$ cat src/rtl/edp_muldiv_pkg.sv
// ----------------------------------------------------------------------------
// edp_muldiv_pkg
//
// Shared types and defaults for the EDP multiply/divide step sequencer.
//   state_e   : sequencer states
//   ad_op_e   : AD function select codes driven on ad_op_h
//   mq_sel_e  : MQ select codes driven on ctl_mq_sel_h
//   *_DEF     : default step counts and counter width
// ----------------------------------------------------------------------------
package edp_muldiv_pkg;

    localparam int MUL_STEPS_DEF = 18;  // 36-bit multiplier, 2 bits per Booth step
    localparam int DIV_STEPS_DEF = 36;  // one quotient bit per step
    localparam int CNT_W_DEF     = 6;

    typedef enum logic [2:0] {
        ST_IDLE      = 3'd0,
        ST_MUL       = 3'd1,
        ST_DIV_FIRST = 3'd2,
        ST_DIV       = 3'd3,
        ST_DIV_FIX   = 3'd4,
        ST_DONE      = 3'd5
    } state_e;

    typedef enum logic [2:0] {
        AD_PASS = 3'd0,   // AR
        AD_ADD  = 3'd1,   // AR + BR
        AD_ADD2 = 3'd2,   // AR + 2BR
        AD_SUB  = 3'd3,   // AR - BR
        AD_SUB2 = 3'd4    // AR - 2BR
    } ad_op_e;

    typedef enum logic [1:0] {
        MQ_HOLD = 2'd0,
        MQ_SHR2 = 2'd1,   // shift right 2, AD low bits in
        MQ_SHL1 = 2'd2,   // shift left 1, quotient bit in
        MQ_LOAD = 2'd3
    } mq_sel_e;

endpackage

$ cat src/rtl/edp_booth_dec.sv
// ----------------------------------------------------------------------------
// edp_booth_dec
//
// Radix-4 Booth recoder: maps the multiplier triple to an AD function.
// Purely combinational; also used by the EDP self-test checker.
//   triple_h [2:0] in  : {mq_34, mq_35, booth_prev}
//   ad_op_h        out : AD function select (ad_op_e)
// ----------------------------------------------------------------------------
module edp_booth_dec
    import edp_muldiv_pkg::*;
(
    input  logic [2:0] triple_h,
    output ad_op_e     ad_op_h
);

    always_comb begin
        case (triple_h)
            3'b000, 3'b111: ad_op_h = AD_PASS;
            3'b001, 3'b010: ad_op_h = AD_ADD;
            3'b011:         ad_op_h = AD_ADD2;
            3'b100:         ad_op_h = AD_SUB2;
            default:        ad_op_h = AD_SUB;   // 101, 110
        endcase
    end

endmodule

$ cat src/rtl/edp_muldiv_seq.sv
// ----------------------------------------------------------------------------
// edp_muldiv_seq
//
// Step sequencer for the EDP AR/ARX/MQ/BR datapath during fixed-point
// multiply (radix-4 Booth, one step per cycle) and divide (non-restoring,
// one quotient bit per cycle, final remainder fixup).
//
// Optional feature macro: EDP_MUL_EARLY_TERM_EN
//   Adds input mq_rest_eq_sign_h and ends a multiply early once the
//   remaining multiplier bits can only recode to "pass".
//
// Ports
//   clk_edp_h          in   EDP clock
//   mr_reset_l         in   synchronous active-low reset
//   start_mul_h        in   1-cycle pulse, begin multiply (IDLE only)
//   start_div_h        in   1-cycle pulse, begin divide (IDLE only)
//   kill_h             in   abort, back to IDLE next cycle
//   mq_34_h, mq_35_h   in   multiplier bits from MQ
//   mq_rest_eq_sign_h  in   (feature only) unconsumed MQ bits == booth_prev
//   ad_neg_h           in   sign of current AD result
//   ad_op_h       [2:0] out AD function select
//   ctl_arr_load_l     out  AR/ARX load strobe, active low
//   ctl_mq_sel_h  [1:0] out MQ select
//   quo_bit_h          out  quotient bit into MQ bit 35
//   busy_h             out  sequencer not IDLE
//   done_h             out  1-cycle completion pulse
//   no_divide_h        out  divide overflow, pulses with done_h
//
// Every output is a flop: the command for a step appears the cycle after
// the FSM was in that step.
// ----------------------------------------------------------------------------
module edp_muldiv_seq
    import edp_muldiv_pkg::*;
#(
    parameter int MUL_STEPS = MUL_STEPS_DEF,
    parameter int DIV_STEPS = DIV_STEPS_DEF,
    parameter int CNT_W     = CNT_W_DEF
) (
    input  logic       clk_edp_h,
    input  logic       mr_reset_l,
    input  logic       start_mul_h,
    input  logic       start_div_h,
    input  logic       kill_h,
    input  logic       mq_34_h,
    input  logic       mq_35_h,
`ifdef EDP_MUL_EARLY_TERM_EN
    input  logic       mq_rest_eq_sign_h,
`endif
    input  logic       ad_neg_h,
    output logic [2:0] ad_op_h,
    output logic       ctl_arr_load_l,
    output logic [1:0] ctl_mq_sel_h,
    output logic       quo_bit_h,
    output logic       busy_h,
    output logic       done_h,
    output logic       no_divide_h
);

    // ---------------------------------------------------------------- state
    state_e             state_q,      state_d;
    logic [CNT_W-1:0]   count_q,      count_d;
    logic               booth_prev_q, booth_prev_d;
    logic               prev_neg_q,   prev_neg_d;
    logic               nodiv_q,      nodiv_d;      // overflow seen, report in DONE

    // ------------------------------------------------------- output flops
    ad_op_e             ad_op_q,      ad_op_d;
    logic               arr_load_l_q, arr_load_l_d;
    mq_sel_e            mq_sel_q,     mq_sel_d;
    logic               quo_bit_q,    quo_bit_d;
    logic               busy_q,       busy_d;
    logic               done_q,       done_d;
    logic               no_divide_q,  no_divide_d;

    // ------------------------------------------------------- Booth recode
    logic [2:0] triple;
    ad_op_e     booth_op;
    logic       early_term;

    assign triple = {mq_34_h, mq_35_h, booth_prev_q};

    edp_booth_dec u_booth_dec (
        .triple_h (triple),
        .ad_op_h  (booth_op)
    );

`ifdef EDP_MUL_EARLY_TERM_EN
    // Remaining multiplier bits all match the sign run: every further step
    // would be a pass, so the residual shift is left to the shifter.
    assign early_term = mq_rest_eq_sign_h && ((triple == 3'b000) || (triple == 3'b111));
`else
    assign early_term = 1'b0;
`endif

    // ------------------------------------------------- next state / outputs
    // NOTE: every variable gets a default before the case so no path leaves
    // one unassigned, which would otherwise infer a latch.
    always_comb begin
        state_d      = state_q;
        count_d      = count_q;
        booth_prev_d = booth_prev_q;
        prev_neg_d   = prev_neg_q;
        nodiv_d      = nodiv_q;

        ad_op_d      = AD_PASS;
        arr_load_l_d = 1'b1;
        mq_sel_d     = MQ_HOLD;
        quo_bit_d    = 1'b0;
        busy_d       = (state_q != ST_IDLE);
        done_d       = 1'b0;
        no_divide_d  = 1'b0;

        if (kill_h) begin
            // Abort outranks every transition; strobes stay at their defaults.
            state_d = ST_IDLE;
            busy_d  = 1'b0;
        end else begin
            case (state_q)
                ST_IDLE: begin
                    if (start_mul_h) begin
                        state_d      = ST_MUL;
                        count_d      = CNT_W'(MUL_STEPS - 1);
                        booth_prev_d = 1'b0;
                    end else if (start_div_h) begin
                        state_d = ST_DIV_FIRST;
                        nodiv_d = 1'b0;
                    end
                end

                ST_MUL: begin
                    ad_op_d      = booth_op;
                    arr_load_l_d = 1'b0;
                    mq_sel_d     = MQ_SHR2;
                    booth_prev_d = mq_34_h;
                    if ((count_q == '0) || early_term) begin
                        state_d = ST_DONE;
                    end else begin
                        count_d = count_q - CNT_W'(1);
                    end
                end

                ST_DIV_FIRST: begin
                    // Trial subtract only; a non-negative result means the
                    // quotient cannot fit, so nothing is ever loaded.
                    ad_op_d = AD_SUB;
                    if (!ad_neg_h) begin
                        state_d = ST_DONE;
                        nodiv_d = 1'b1;
                    end else begin
                        state_d    = ST_DIV;
                        count_d    = CNT_W'(DIV_STEPS - 1);
                        prev_neg_d = 1'b1;
                    end
                end

                ST_DIV: begin
                    // Non-restoring: add back after a negative partial
                    // remainder, subtract after a non-negative one.
                    ad_op_d      = prev_neg_q ? AD_ADD : AD_SUB;
                    arr_load_l_d = 1'b0;
                    mq_sel_d     = MQ_SHL1;
                    quo_bit_d    = ~ad_neg_h;
                    prev_neg_d   = ad_neg_h;
                    if (count_q == '0) begin
                        state_d = ST_DIV_FIX;
                    end else begin
                        count_d = count_q - CNT_W'(1);
                    end
                end

                ST_DIV_FIX: begin
                    // A negative final remainder is restored by adding BR once.
                    if (prev_neg_q) begin
                        ad_op_d      = AD_ADD;
                        arr_load_l_d = 1'b0;
                    end
                    state_d = ST_DONE;
                end

                ST_DONE: begin
                    done_d      = 1'b1;
                    no_divide_d = nodiv_q;
                    nodiv_d     = 1'b0;
                    state_d     = ST_IDLE;
                end

                default: state_d = ST_IDLE;
            endcase
        end
    end

    // ------------------------------------------------------------ registers
    // NOTE: reset is sampled on the clock edge, not in the sensitivity list,
    // so a mid-operation reset simply behaves like a kill that also clears
    // the counter.
    // NOTE: sequential state uses non-blocking assignments so every flop
    // samples the pre-edge values regardless of statement order.
    always_ff @(posedge clk_edp_h) begin
        if (!mr_reset_l) begin
            state_q      <= ST_IDLE;
            count_q      <= '0;
            booth_prev_q <= 1'b0;
            prev_neg_q   <= 1'b0;
            nodiv_q      <= 1'b0;
            ad_op_q      <= AD_PASS;
            arr_load_l_q <= 1'b1;
            mq_sel_q     <= MQ_HOLD;
            quo_bit_q    <= 1'b0;
            busy_q       <= 1'b0;
            done_q       <= 1'b0;
            no_divide_q  <= 1'b0;
        end else begin
            state_q      <= state_d;
            count_q      <= count_d;
            booth_prev_q <= booth_prev_d;
            prev_neg_q   <= prev_neg_d;
            nodiv_q      <= nodiv_d;
            ad_op_q      <= ad_op_d;
            arr_load_l_q <= arr_load_l_d;
            mq_sel_q     <= mq_sel_d;
            quo_bit_q    <= quo_bit_d;
            busy_q       <= busy_d;
            done_q       <= done_d;
            no_divide_q  <= no_divide_d;
        end
    end

    assign ad_op_h        = ad_op_q;
    assign ctl_arr_load_l = arr_load_l_q;
    assign ctl_mq_sel_h   = mq_sel_q;
    assign quo_bit_h      = quo_bit_q;
    assign busy_h         = busy_q;
    assign done_h         = done_q;
    assign no_divide_h    = no_divide_q;

endmodule

$ cat config.mk
export PLATFORM = sky130hd
export DESIGN_NAME = edp_muldiv_seq
export DESIGN_NICKNAME = d
export VERILOG_FILES = /design/src/rtl/edp_muldiv_pkg.sv /design/src/rtl/edp_booth_dec.sv /design/src/rtl/edp_muldiv_seq.sv
export SDC_FILE = /design/constraint.sdc
export NUM_CORES = 1
export LEC_CHECK = 0
export ABC_CLOCK_PERIOD_IN_PS = 1500
export BUFFER_PORTS_ARGS = -buffer_cell sky130_fd_sc_hd__buf_2
export CORE_MARGIN = 4
export CORE_UTILIZATION = 48
export CTS_CLUSTER_SIZE = 40
export DETAILED_ROUTE_END_ITERATION = 7
export HOLD_SLACK_MARGIN = 0.06
export PLACE_DENSITY = 0.73
export SETUP_SLACK_MARGIN = 0.02
export SLEW_MARGIN = 20
export SYNTH_ARGS = -nofsm -noshare
export SYNTH_HDL_FRONTEND = slang
export SYNTH_SLANG_ARGS = --single-unit
$ cat constraint.sdc
create_clock -name clk_edp_h -period 1.5 [get_ports clk_edp_h]
set_input_delay 0.075 -clock clk_edp_h [delete_from_list [all_inputs] [get_ports clk_edp_h]]
set_output_delay 0.075 -clock clk_edp_h [all_outputs]
set_load 0.03 [all_outputs]
==> flow_metrics.tcl <==
set metrics [dict create \
    rsz0062_at_grt "true" \
    design.core.area_um2 2020 \
    die_x_um 55.0 \
    place_area_um2 1270 \
    period_needed_ns 1.51 \
    synth_top_area_share_pct 41.6 \
    grt_max_degree 17 \
    critical_path_class "reg2reg" \
    rrSetupSlack_ns -0.01 \
    slew_viol_final 0 \
    synth_nets 134 \
    start_util_pct 52.4 \
    wl_per_cell_um 14.0 \
    drive_gt1_share_pct 35.5 \
    fill_cells 171 \
    first_pass_iters 4 \
    vias_per_cell 5.76 \
    hold_violations 0 \
    skew_ns 0.00467 \
    area_growth_pct 29.2 \
    drtIter0Drc 14 \
    cts_tree "done" \
    netlist_instances 124 \
    grt_usage_pct 18.9 \
    antenna_left 0 \
    clkSinkCount 22 \
    postLayoutCellArea_um2 1370 \
    yosysSeqAreaShare_pct 41.6 \
    failed_checks "negative setup slack" \
    first_global_vias 944 \
    max-vdd-ir-drop_v 0.000446 \
    p_total_uw 1110 \
    antenna_found_initial 0 \
    clock_latency_ns 0.30 \
    nets 167 \
    synth_cell_types 44 \
    stdcell_count 182 \
    fin_ws_ns -0.0132 \
    drc_errors 0 \
    postSynthAreaPerCell_um2 8.55 \
    synth_async_sr_flop_share_pct 0 \
    ys.flop_type "dfxtp_1" \
    hold_depth 3 \
    syn-cell-area_um2 1060 \
    overflow 0 \
    reg2reg_from "count_q[0]$_SDFFE_PN0P_" \
    max_freq_ghz 0.661 \
    die_h_um 55.0 \
    final.period_utilization_pct 101 \
    diodes 0 \
    clockRootBuffer "clkbuf_4" \
    worstHoldStart "ad_neg_h" \
    critPathMaxFanout 4 \
    endpoint_kind "flop" \
    clockBufferDepth 2 \
    cp-start-kind "flop" \
    synthTopCellsByArea "dfxtp_1, nor2_1, a21oi_1" \
    routabilityCongestion 0.817 \
    fp-row-count 16 \
    max_slew.worst_pin.slew_ns 0.295 \
    yosys_warnings 0 \
    required_ns 1.74 \
    numCtsBuffers 3 \
    whs_ns 0.130 \
    place_inst 177 \
    p_per_area_nw_per_um2 809 \
    reg2reg_to "state_q[1]$_SDFFE_PP0P_" \
    portBuffers 17 \
    dieArea_um2 3020 \
    synth_top_area_cell "dfxtp_1" \
    cts-htree-levels 1 \
    relSlewSlack_pct 80.1 \
    clk_pin_slew_worst_paths_ns 0.11 \
    p_leak_uw 0.000573 \
    vias 1049 \
    post_cts_buffers 0 \
    min_to "prev_neg_q$_SDFFE_PN0P_" \
    r2r_cells 6 \
    boundaryPins 18 \
    holdCritPathClass "in2reg" \
    setup_violations 1 \
    crit_arrival_ns 1.75 \
    hpwl_um 1850 \
    drv_cap 0 \
    grt_pass1_wl_um 4140 \
    synth_commonest_cells "dfxtp_1, nor2_1, a21oi_1, nand2_1, nor3_1" \
    outcome "complete, but fails checks" \
    ys_ff_latch 22 \
    synth_edf_count 0 \
    finalWirelength_um 2550 \
    synth_most_common_cell "dfxtp_1" \
]
==> logic make-up after synthesis <==
logic type      synth area share (%)
mux                             3.90
buf+inv                         3.78
fa+ha+maj                       2.36
compound gates                  18.7
simple gates                    27.3
xor+xnor                        2.48
flops                           41.6
==> sequential cells by signal, summed over array words and instances (netlist names), 2 cells and up <==
register	flops
count_q	6
ctl_mq_sel_h	2
ad_op_h	3
state_q	3
==> per-stage QoR <==
stage / worst slack [ns] / setup TNS, ns / utilization [%]
final: -0.0132 / -0.0132 / 67.7
after global routing: -0.0551 / -0.106 / 67.7
after CTS: 0.00952 / 0 / 66.4
after detailed placement: 0.00356 / 0 / 62.9
after global placement: 0.0532 / 0 / 62.9
after floorplan: 0.0453 / 0 / -
==> cells in the final DEF, fill, tap and decap left out, types with 3 or more instances in the layout <==
master / Yosys / routed
a21oi_1: 8 / 7
buf_2: 2 / 17
buf_4: 0 / 14
clkbuf_4: 0 / 3
dfxtp_1: 22 / 17
dfxtp_2: 0 / 5
inv_1: 5 / 3
mux2i_1: 3 / 3
nand2_1: 8 / 8
nand3_1: 4 / 4
nand4_1: 3 / 3
nor2_1: 14 / 13
nor2b_1: 3 / 3
nor3_1: 6 / 6
o21ai_0: 4 / 4
==> how the worst max path moves through the flow <==
stage | from | end | slack, ns | cells after the start
after floorplan | count_q[0]$_SDFFE_PN0P_ | state_q[1]$_SDFFE_PP0P_ | 0.05 | 6
after global placement | count_q[0]$_SDFFE_PN0P_ | state_q[1]$_SDFFE_PP0P_ | 0.05 | 6
after detailed placement | count_q[1]$_SDFFE_PN0P_ | state_q[1]$_SDFFE_PP0P_ | 0.004 | 6
after CTS | count_q[0]$_SDFFE_PN0P_ | count_q[4]$_SDFFE_PN0P_ | 0.01 | 6
after global routing | count_q[0]$_SDFFE_PN0P_ | state_q[1]$_SDFFE_PP0P_ | -0.06 | 6
final | count_q[0]$_SDFFE_PN0P_ | state_q[1]$_SDFFE_PP0P_ | -0.01 | 6
==> worst max-delay path, cell delays in order, from the launching register on <==
cell and delay [ns]:
dfxtp_2 0.36, inv_2 0.05, ha_4 0.16, nor3b_4 0.15
and3_4 0.19, or4_4 0.42, a21oi_2 0.12
==> what timing repair did <==
item / in CTS / in global routing
endpoints found under the hold margin: 2 / 0
hold buffers: 2 / 0
pin swaps: 1 / 1
endpoints found under the setup margin: 6 / 9
gates resized for setup: 6 / 8
==> final cells by class <==
class | instances | area (µm²) | area share (%)
Multi-Input combinational cell | 92 | 637 | 46.5
Sequential cell | 22 | 447 | 32.6
Timing Repair Buffer | 33 | 210 | 15.4
Tap cell | 27 | 33.8 | 2.47
Clock buffer | 3 | 22.5 | 1.65
Inverter | 5 | 18.8 | 1.37
==> per-layer routing <==
metal / routed length [µm] / GRT usage, %
met3: 138 / 3.22
met5: 0 / 0
met2: 1260 / 32.5
met1: 1120 / 23.9
met4: 32 / 6.07
==> power breakdown <==
| group | total (µW) | leakage (µW) | switching (µW) | internal, µW |
|---|---|---|---|---|
| Combinational | 225 | 0.000379 | 116 | 108 |
| Sequential | 626 | 0.000180 | 23.7 | 602 |
| Clock | 257 | 0.0000138 | 164 | 93.6 |
(Power assumes the default switching activity.)
